==> config.mk <==
export PLATFORM = sky130hd
export DESIGN_NAME = fetch_unit
export DESIGN_NICKNAME = d
export VERILOG_FILES = /design/src/rtl/fetch_unit.sv
export SDC_FILE = /design/constraint.sdc
export NUM_CORES = 1
export LEC_CHECK = 0
export CAP_MARGIN = 20
export CORE_MARGIN = 5
export CORE_UTILIZATION = 42
export DETAILED_ROUTE_END_ITERATION = 16
export GPL_TIMING_DRIVEN = 0
export HOLD_SLACK_MARGIN = 0.12
export PLACE_DENSITY = 0.77
export REMOVE_ABC_BUFFERS = 1
export SYNTH_ARGS = -nofsm -noshare
export SYNTH_HDL_FRONTEND = slang
export SYNTH_SLANG_ARGS = --single-unit
==> constraint.sdc <==
create_clock -name clk -period 1.7 [get_ports clk]
set_input_delay 0.34 -clock clk [delete_from_list [all_inputs] [get_ports clk]]
set_output_delay 0.34 -clock clk [all_outputs]
set_load 0.01 [all_outputs]
==> src/rtl/fetch_unit.sv <==
// rtl/fetch_unit.sv - instruction fetch unit with single outstanding request, redirect, kill and fault halt
module fetch_unit #(
  parameter logic [31:0] RESET_PC = 32'h0000_1000
) (
  input  logic        clk,
  input  logic        rst,
  output logic        imemReq,
  output logic [31:0] imemAddr,
  input  logic        imemGnt,
  input  logic        imemRvalid,
  input  logic [31:0] imemRdata,
  input  logic        take,
  input  logic [31:0] nextPC,
  input  logic        stall,
  output logic        instrValid,
  output logic [31:0] instr,
  output logic [31:0] instrPC,
  output logic        fetchFault
);

  typedef enum logic [1:0] {
    S_REQ  = 2'd0,
    S_WAIT = 2'd1,
    S_HALT = 2'd2
  } state_t;

  state_t      r_state, w_state_nxt;
  logic [31:0] r_pc, w_pc_nxt;
  logic        r_kill, w_kill_nxt;
  logic        r_valid, w_valid_nxt;
  logic [31:0] r_instr, w_instr_nxt;
  logic [31:0] r_instr_pc, w_instr_pc_nxt;
  logic        r_fault, w_fault_nxt;

  logic w_slot_free;
  logic w_req;
  logic w_grant;
  logic w_aligned;
  logic w_pending;
  logic w_outstanding_after;

  // Request gating: one request at a time, and only when the output slot drains this cycle.
  // r_pc is the address of the request being offered or awaited, so it doubles as imemAddr.
  // A request is pending in WAIT, and in HALT when a killed response is still due.
  always_comb begin
    w_slot_free         = !r_valid || !stall;
    w_req               = !rst && (r_state == S_REQ) && w_slot_free;
    w_grant             = w_req && imemGnt;
    w_aligned           = (nextPC[1:0] == 2'b00);
    w_pending           = (r_state == S_WAIT) || ((r_state == S_HALT) && r_kill);
    w_outstanding_after = w_grant || (w_pending && !imemRvalid);
  end

  // Next-state logic: redirect beats stall and any same-cycle response.
  // A redirect that leaves a request in flight parks in WAIT with kill set,
  // so the stale response is drained before the new address is requested.
  always_comb begin
    w_state_nxt    = r_state;
    w_pc_nxt       = r_pc;
    w_kill_nxt     = r_kill;
    w_valid_nxt    = r_valid;
    w_instr_nxt    = r_instr;
    w_instr_pc_nxt = r_instr_pc;
    w_fault_nxt    = r_fault;
    if (take) begin
      w_valid_nxt = 1'b0;
      w_kill_nxt  = w_outstanding_after;
      if (w_aligned) begin
        w_pc_nxt    = nextPC;
        w_fault_nxt = 1'b0;
        w_state_nxt = w_outstanding_after ? S_WAIT : S_REQ;
      end else begin
        w_fault_nxt = 1'b1;
        w_state_nxt = S_HALT;
      end
    end else begin
      if (r_valid && !stall) begin
        w_valid_nxt = 1'b0;
      end
      unique case (r_state)
        S_REQ: begin
          if (w_grant) begin
            w_state_nxt = S_WAIT;
          end
        end
        S_WAIT: begin
          if (imemRvalid) begin
            w_state_nxt = S_REQ;
            w_kill_nxt  = 1'b0;
            if (!r_kill) begin
              w_valid_nxt    = 1'b1;
              w_instr_nxt    = imemRdata;
              w_instr_pc_nxt = r_pc;
              w_pc_nxt       = r_pc + 32'd4;
            end
          end
        end
        S_HALT: begin
          if (imemRvalid) begin
            w_kill_nxt = 1'b0;
          end
        end
        default: begin
          w_state_nxt = S_REQ;
        end
      endcase
    end
  end

  // State register with synchronous reset back to the reset fetch address.
  always_ff @(posedge clk) begin
    if (rst) begin
      r_state    <= S_REQ;
      r_pc       <= RESET_PC;
      r_kill     <= 1'b0;
      r_valid    <= 1'b0;
      r_instr    <= 32'd0;
      r_instr_pc <= 32'd0;
      r_fault    <= 1'b0;
    end else begin
      r_state    <= w_state_nxt;
      r_pc       <= w_pc_nxt;
      r_kill     <= w_kill_nxt;
      r_valid    <= w_valid_nxt;
      r_instr    <= w_instr_nxt;
      r_instr_pc <= w_instr_pc_nxt;
      r_fault    <= w_fault_nxt;
    end
  end

  // Outputs are forced quiet while reset is held, even before the first reset edge.
  always_comb begin
    imemReq    = w_req;
    imemAddr   = r_pc;
    instrValid = r_valid && !rst;
    instr      = rst ? 32'd0 : r_instr;
    instrPC    = rst ? 32'd0 : r_instr_pc;
    fetchFault = r_fault && !rst;
  end

endmodule
---- Yosys cells after proc, flatten, opt, wreduce, memory -nomap -nowiden ----
Cells that the tools add are included.
W data, S select, Z words.
storage, ports and cells
  bits in registers ....................... 101
  latch bits .............................. 0
  bits in writable memories ............... 0
  ROM bits ................................ 0
  input bits .............................. 70
  output and inout port bits .............. 99
  memories ................................ 0
operators by class
  $add $sub $neg .......................... 1
  multiply operators ...................... 0
  divide/modulo/power cells ............... 0
  order comparisons ....................... 0
  equal/unequal tests ..................... 7
  shift-type cells ........................ 0
  muxes and demuxes ....................... 21
  bitwise gates (word level) .............. 2
  reduce and logical (&&, ||, !) cells .... 26
operators with widths
  kind                     number
  $mux W32                 7
  $add A32 B3 Y32 const B  1
  $mux W1                  9
  $logic_and A1 B1 Y1      8
  $mux W2                  4
  $reduce_and A4 Y1        2
  $ne A3 B3 Y1 const B     2
  $pmux W2 S3              1
  $reduce_bool A2 Y1       3
  $logic_not A1 Y1         4
  $logic_not A2 Y1         2
  $ne A2 B2 Y1 const B     2
  $reduce_or A2 Y1         2
  $logic_or A1 B1 Y1       3
  $reduce_and A3 Y1        1
  $eq A2 B1 Y1 const B     1
  $eq A2 B2 Y1 const B     1
  $ne A2 B1 Y1 const B     1
  $not A1 Y1               2
  $reduce_and A2 Y1        1

---- Logic depth before layout (Yosys ltp) ----
  depth after elaboration ................. 8
  gate-level depth with buffers ........... 8
  depth with buffers taken out ............ 6

---- Worst setup path after synthesis ----
Ideal clock, no wire load.
  kind .................................... reg-to-reg
  from .................................... register r_pc[2], in the netlist imemAddr[2]
  to ...................................... register r_pc[18], in the netlist imemAddr[18]
  setup time .............................. 134 ps
  data arrival time ....................... 1580 ps
  data required time ...................... 1566 ps
  setup slack ............................. -15 ps
  stages on the path, launching flop included .. 6
  clock period less this slack ............ 1715 ps
  path through ............................ dfxtp_1 ha_1 nand3_2 nor4_2 a31o_2 a31oi_1
between the ends
  word-level cells in the longest chain between the ends .. 5
RTL lines
  element                 RTL line  source
  start, declared         28        logic [31:0] r_pc, w_pc_nxt;
  start signal, assigned  122       r_pc <= w_pc_nxt;
  $add A32 B3 Y32         94        w_pc_nxt = r_pc + 32'd4;
  $mux W32                90        if (!r_kill) begin
  $mux W32                87        if (imemRvalid) begin
  $mux W32                80        unique case (r_state)
  $mux W32                65        if (take) begin
Every way passes these cells. The select of a mux whose other input is x is not followed.
A chain may end at the register's enable or synchronous reset.

---- Worst setup path after layout ----
  from .................................... register r_state[0]
  to ...................................... output imemReq
between the ends
  word-level cells in the longest chain between the ends .. 3
RTL lines
  element                            RTL line  source
  start, declared                    27        state_t r_state, w_state_nxt;
  start signal, assigned             121       r_state <= w_state_nxt;
  $logic_not A2 Y1                   47        w_req = !rst && (r_state == S_REQ) && w_slot_free;
  $logic_and A1 B1 Y1 (2 in series)  47
  end, declared                      7         output logic imemReq,
Every way passes these cells.

==> flow_summary_export.csv <==
group,metric,value,unit
cts,htreeDepth,3,
worst_setup_path,critPathCaptureType,"primary output",
floorplan,dieArea,14600,um2
cts,cts.clk_slew.worst_paths,0.07,ns
finish,n_fill_cell,1015,
synth,synthFlopType,"dfxtp_1",
hold_path,hold_class,"input port to flip-flop",
sta,tns,0,ns
grt,track_usage,22.8,%
floorplan,die_h,121,um
worst_setup_path,worstSetupPathType,"flip-flop to primary output",
route,route.met3.wl,1.42,mm
cts,numCtsBuffers,9,
route,via_count,5579,
grt,antenna_found_initial,0,
finish,final_nets,916,
cts,postCtsHoldBufs,0,
placed_design,place_ws,-1.53,ns
grt,grt_pass1_vias,5214,
finish,final_common_cell,"nand2_1",
run,cap_violations,0,
grt,grt_pass1_wl,27.0,mm
synth,synth_seq_area_share,39.2,%
placed_design,hpwl,10.5,mm
route,m1WireLength,7.32,mm
synth,async_flop_share,0,%
route,via_per_inst,5.61,
sta,hold_ws,0.353,ns
cts,clockBufferDepth,2,
hold_path,whs_path_depth,2,
outcome,status,"finished clean",
power,ir_drop,0.000396,V
worst_setup_path,crit_slowest_cell,"dfxtp_2",
power,power_density,680,nW/um2
route,drc_errors,0,
route,ant_nets,0,
synth,yosysUniqueCellTypes,69,
route,avgRoutedWirePerCell,17.5,um
worst_setup_path,max_stage_delay,0.32,ns
floorplan,rows,40,
finish,fin_util,66.5,%
finish,drive_gt1_share,15.7,%
sta,skew,0.00650,ns
finish,area_growth,54.7,%
floorplan,die_width,121,um
synth,syn_area_per_cell,7.70,um2
worst_setup_path,startpoint_type,"flip-flop",
placed_design,io_buffers,168,
sta,setup_violations,0,
sta,rsz0062_at_grt,"true",
floorplan,io_pins,169,
worst_setup_path,crit_fanout,3,
worst_setup_path,cp.required,1.36,ns
route,wirelength,17.4,mm
finish,multi_input_area,3170,um2
route,drt_first_pass_iters,5,
route,wl_met2,8.51,mm
worst_setup_path,r2r_cells,4,
synth,synthCells,671,
sta,slew_violations,0,
synth,syn-cell-area,5160,um2
placed_design,gp_congestion,0.809,
sta,min_period_over_period,99.9,%
synth,ys_warn_count,0,
cts,cts_root_buf,"clkbuf_16",
cts,cts.sinks,101,
sta,fmax,589,MHz
finish,regArea,2090,um2
worst_setup_path,cp_cell_sequence,"inv_1, ha_2, and2_1, clkdlybuf4s15_1",
synth,synth-seq-cells,101,
power,p_leak,3.40,nW
synth,synth_edf_count,0,
sta,min_period,1.70,ns
grt,overflow,0,
sta,worstMarginPinSlew,0.505,ns
finish,final_cell_mix,"nand2_1 (152), clkdlybuf4s50_1 (86), a21oi_1 (84)",
worst_setup_path,worstPathArrival,1.36,ns
cts,cts_tree,"done",
floorplan,start_util,43.0,%
sta,slew_headroom,66.2,%
floorplan,core,12000,um2
cts,clk_latency,0.35,ns
sta,final.setup.worst_slack,0.00134,ns
finish,diodes,0,
power,p_total,5.43,mW
route,drt_iter0_drc,443,
grt,grt_max_degree,66,
sta,hold_viol,0,
route,top_layer_used,"met4",
registers in the layout (all words and copies together) (netlist names):
register	count
imemAddr	32
r_fault	1
r_instr	32
r_instr_pc	32
r_kill	1
r_state	2
r_valid	1
what timing repair did:
action	CTS	global route
setup endpoints to repair	181	88
resized for setup	123	55
pin swaps	13	10
buffers inserted	21	10
gates cloned	6	2
cells by family (layout without fill, tap and decap cells):
logic type / Yosys count / count (layout) / synth area share (%)
compound gates: 164 / 164 / 19.9
fa+ha+maj: 4 / 4 / 0.969
buf+inv: 62 / 234 / 5.26
flops: 101 / 101 / 39.2
mux: 2 / 2 / 0.388
simple gates: 338 / 342 / 34.3
per-layer routing:
| metal | vias to the layer above | global-route usage [%] |
|---|---|---|
| li1 | 2713 | - |
| met1 | 2595 | 29.2 |
| met2 | 254 | 38.0 |
| met3 | 17 | 4.80 |
| met4 | 0 | 7.86 |
| met5 | - | 0 |
metrics by stage:
step,cell area (um2),cells
floorplan,4920,617
global placement,6790,932
detailed placement,6930,939
CTS,7660,982
global route,7990,994
finish,7990,994
power by group:
part	total (mW)	internal, mW	switching, mW
Combinational	0.759	0.409	0.350
Clock	2.15	1.26	0.891
Sequential	2.52	2.42	0.0948
worst max-delay path, delay by kind of cell (launching register included):
kind | cells | cell delay (ns)
buffers and inverters | 2 | 0.34
flip-flops | 1 | 0.32
adder cells (fa/ha/maj) | 1 | 0.22
AND/OR/NAND/NOR | 1 | 0.13
worst paths after layout:
check	from	to	slack [ns]
setup / recovery	r_state[0]$_SDFFE_PP0P_	imemReq	0.001
hold / removal	rst	r_instr[25]$_SDFFE_PP0P_	0.35
setup reg to reg	imemAddr[16]$_SDFFE_PP0N_	imemAddr[27]$_SDFFE_PP0N_	0.05
hold reg to reg	r_instr_pc[26]$_SDFFE_PP0P_	r_instr_pc[26]$_SDFFE_PP0P_	0.45
Yosys cell counts, drive strengths merged, types with 3 or more instances:
master	number	area share, %
a31oi	4	0.48
a22oi	5	0.73
o221ai	3	0.63
a211oi	9	1.4
ha	4	0.97
o21ai	14	1.4
and3	7	0.85
o31ai	3	0.44
nand3	21	2.1
nand2	153	11
nor2b	70	8.5
clkbuf	24	1.7
dfxtp	101	39
a21oi	86	8.3
nor2	15	1.2
nor4	14	2.1
o211ai	7	1.1
and4	6	1.0
nor3	14	1.7
nand4	15	2.4
buf	30	2.9
or3	4	0.48
a21o	8	1.2
nand2b	4	0.48
inv	7	0.51
and2	5	0.61
cell type report:
type | instances | area share [%]
clock buffers | 13 | 3.38
clock inverters | 3 | 0.533
inverters | 8 | 0.423
multi-input cells | 512 | 39.7
flip-flops and latches | 101 | 26.1
well taps | 147 | 2.30
repair buffers | 210 | 27.5
(Power assumes the default switching activity.)
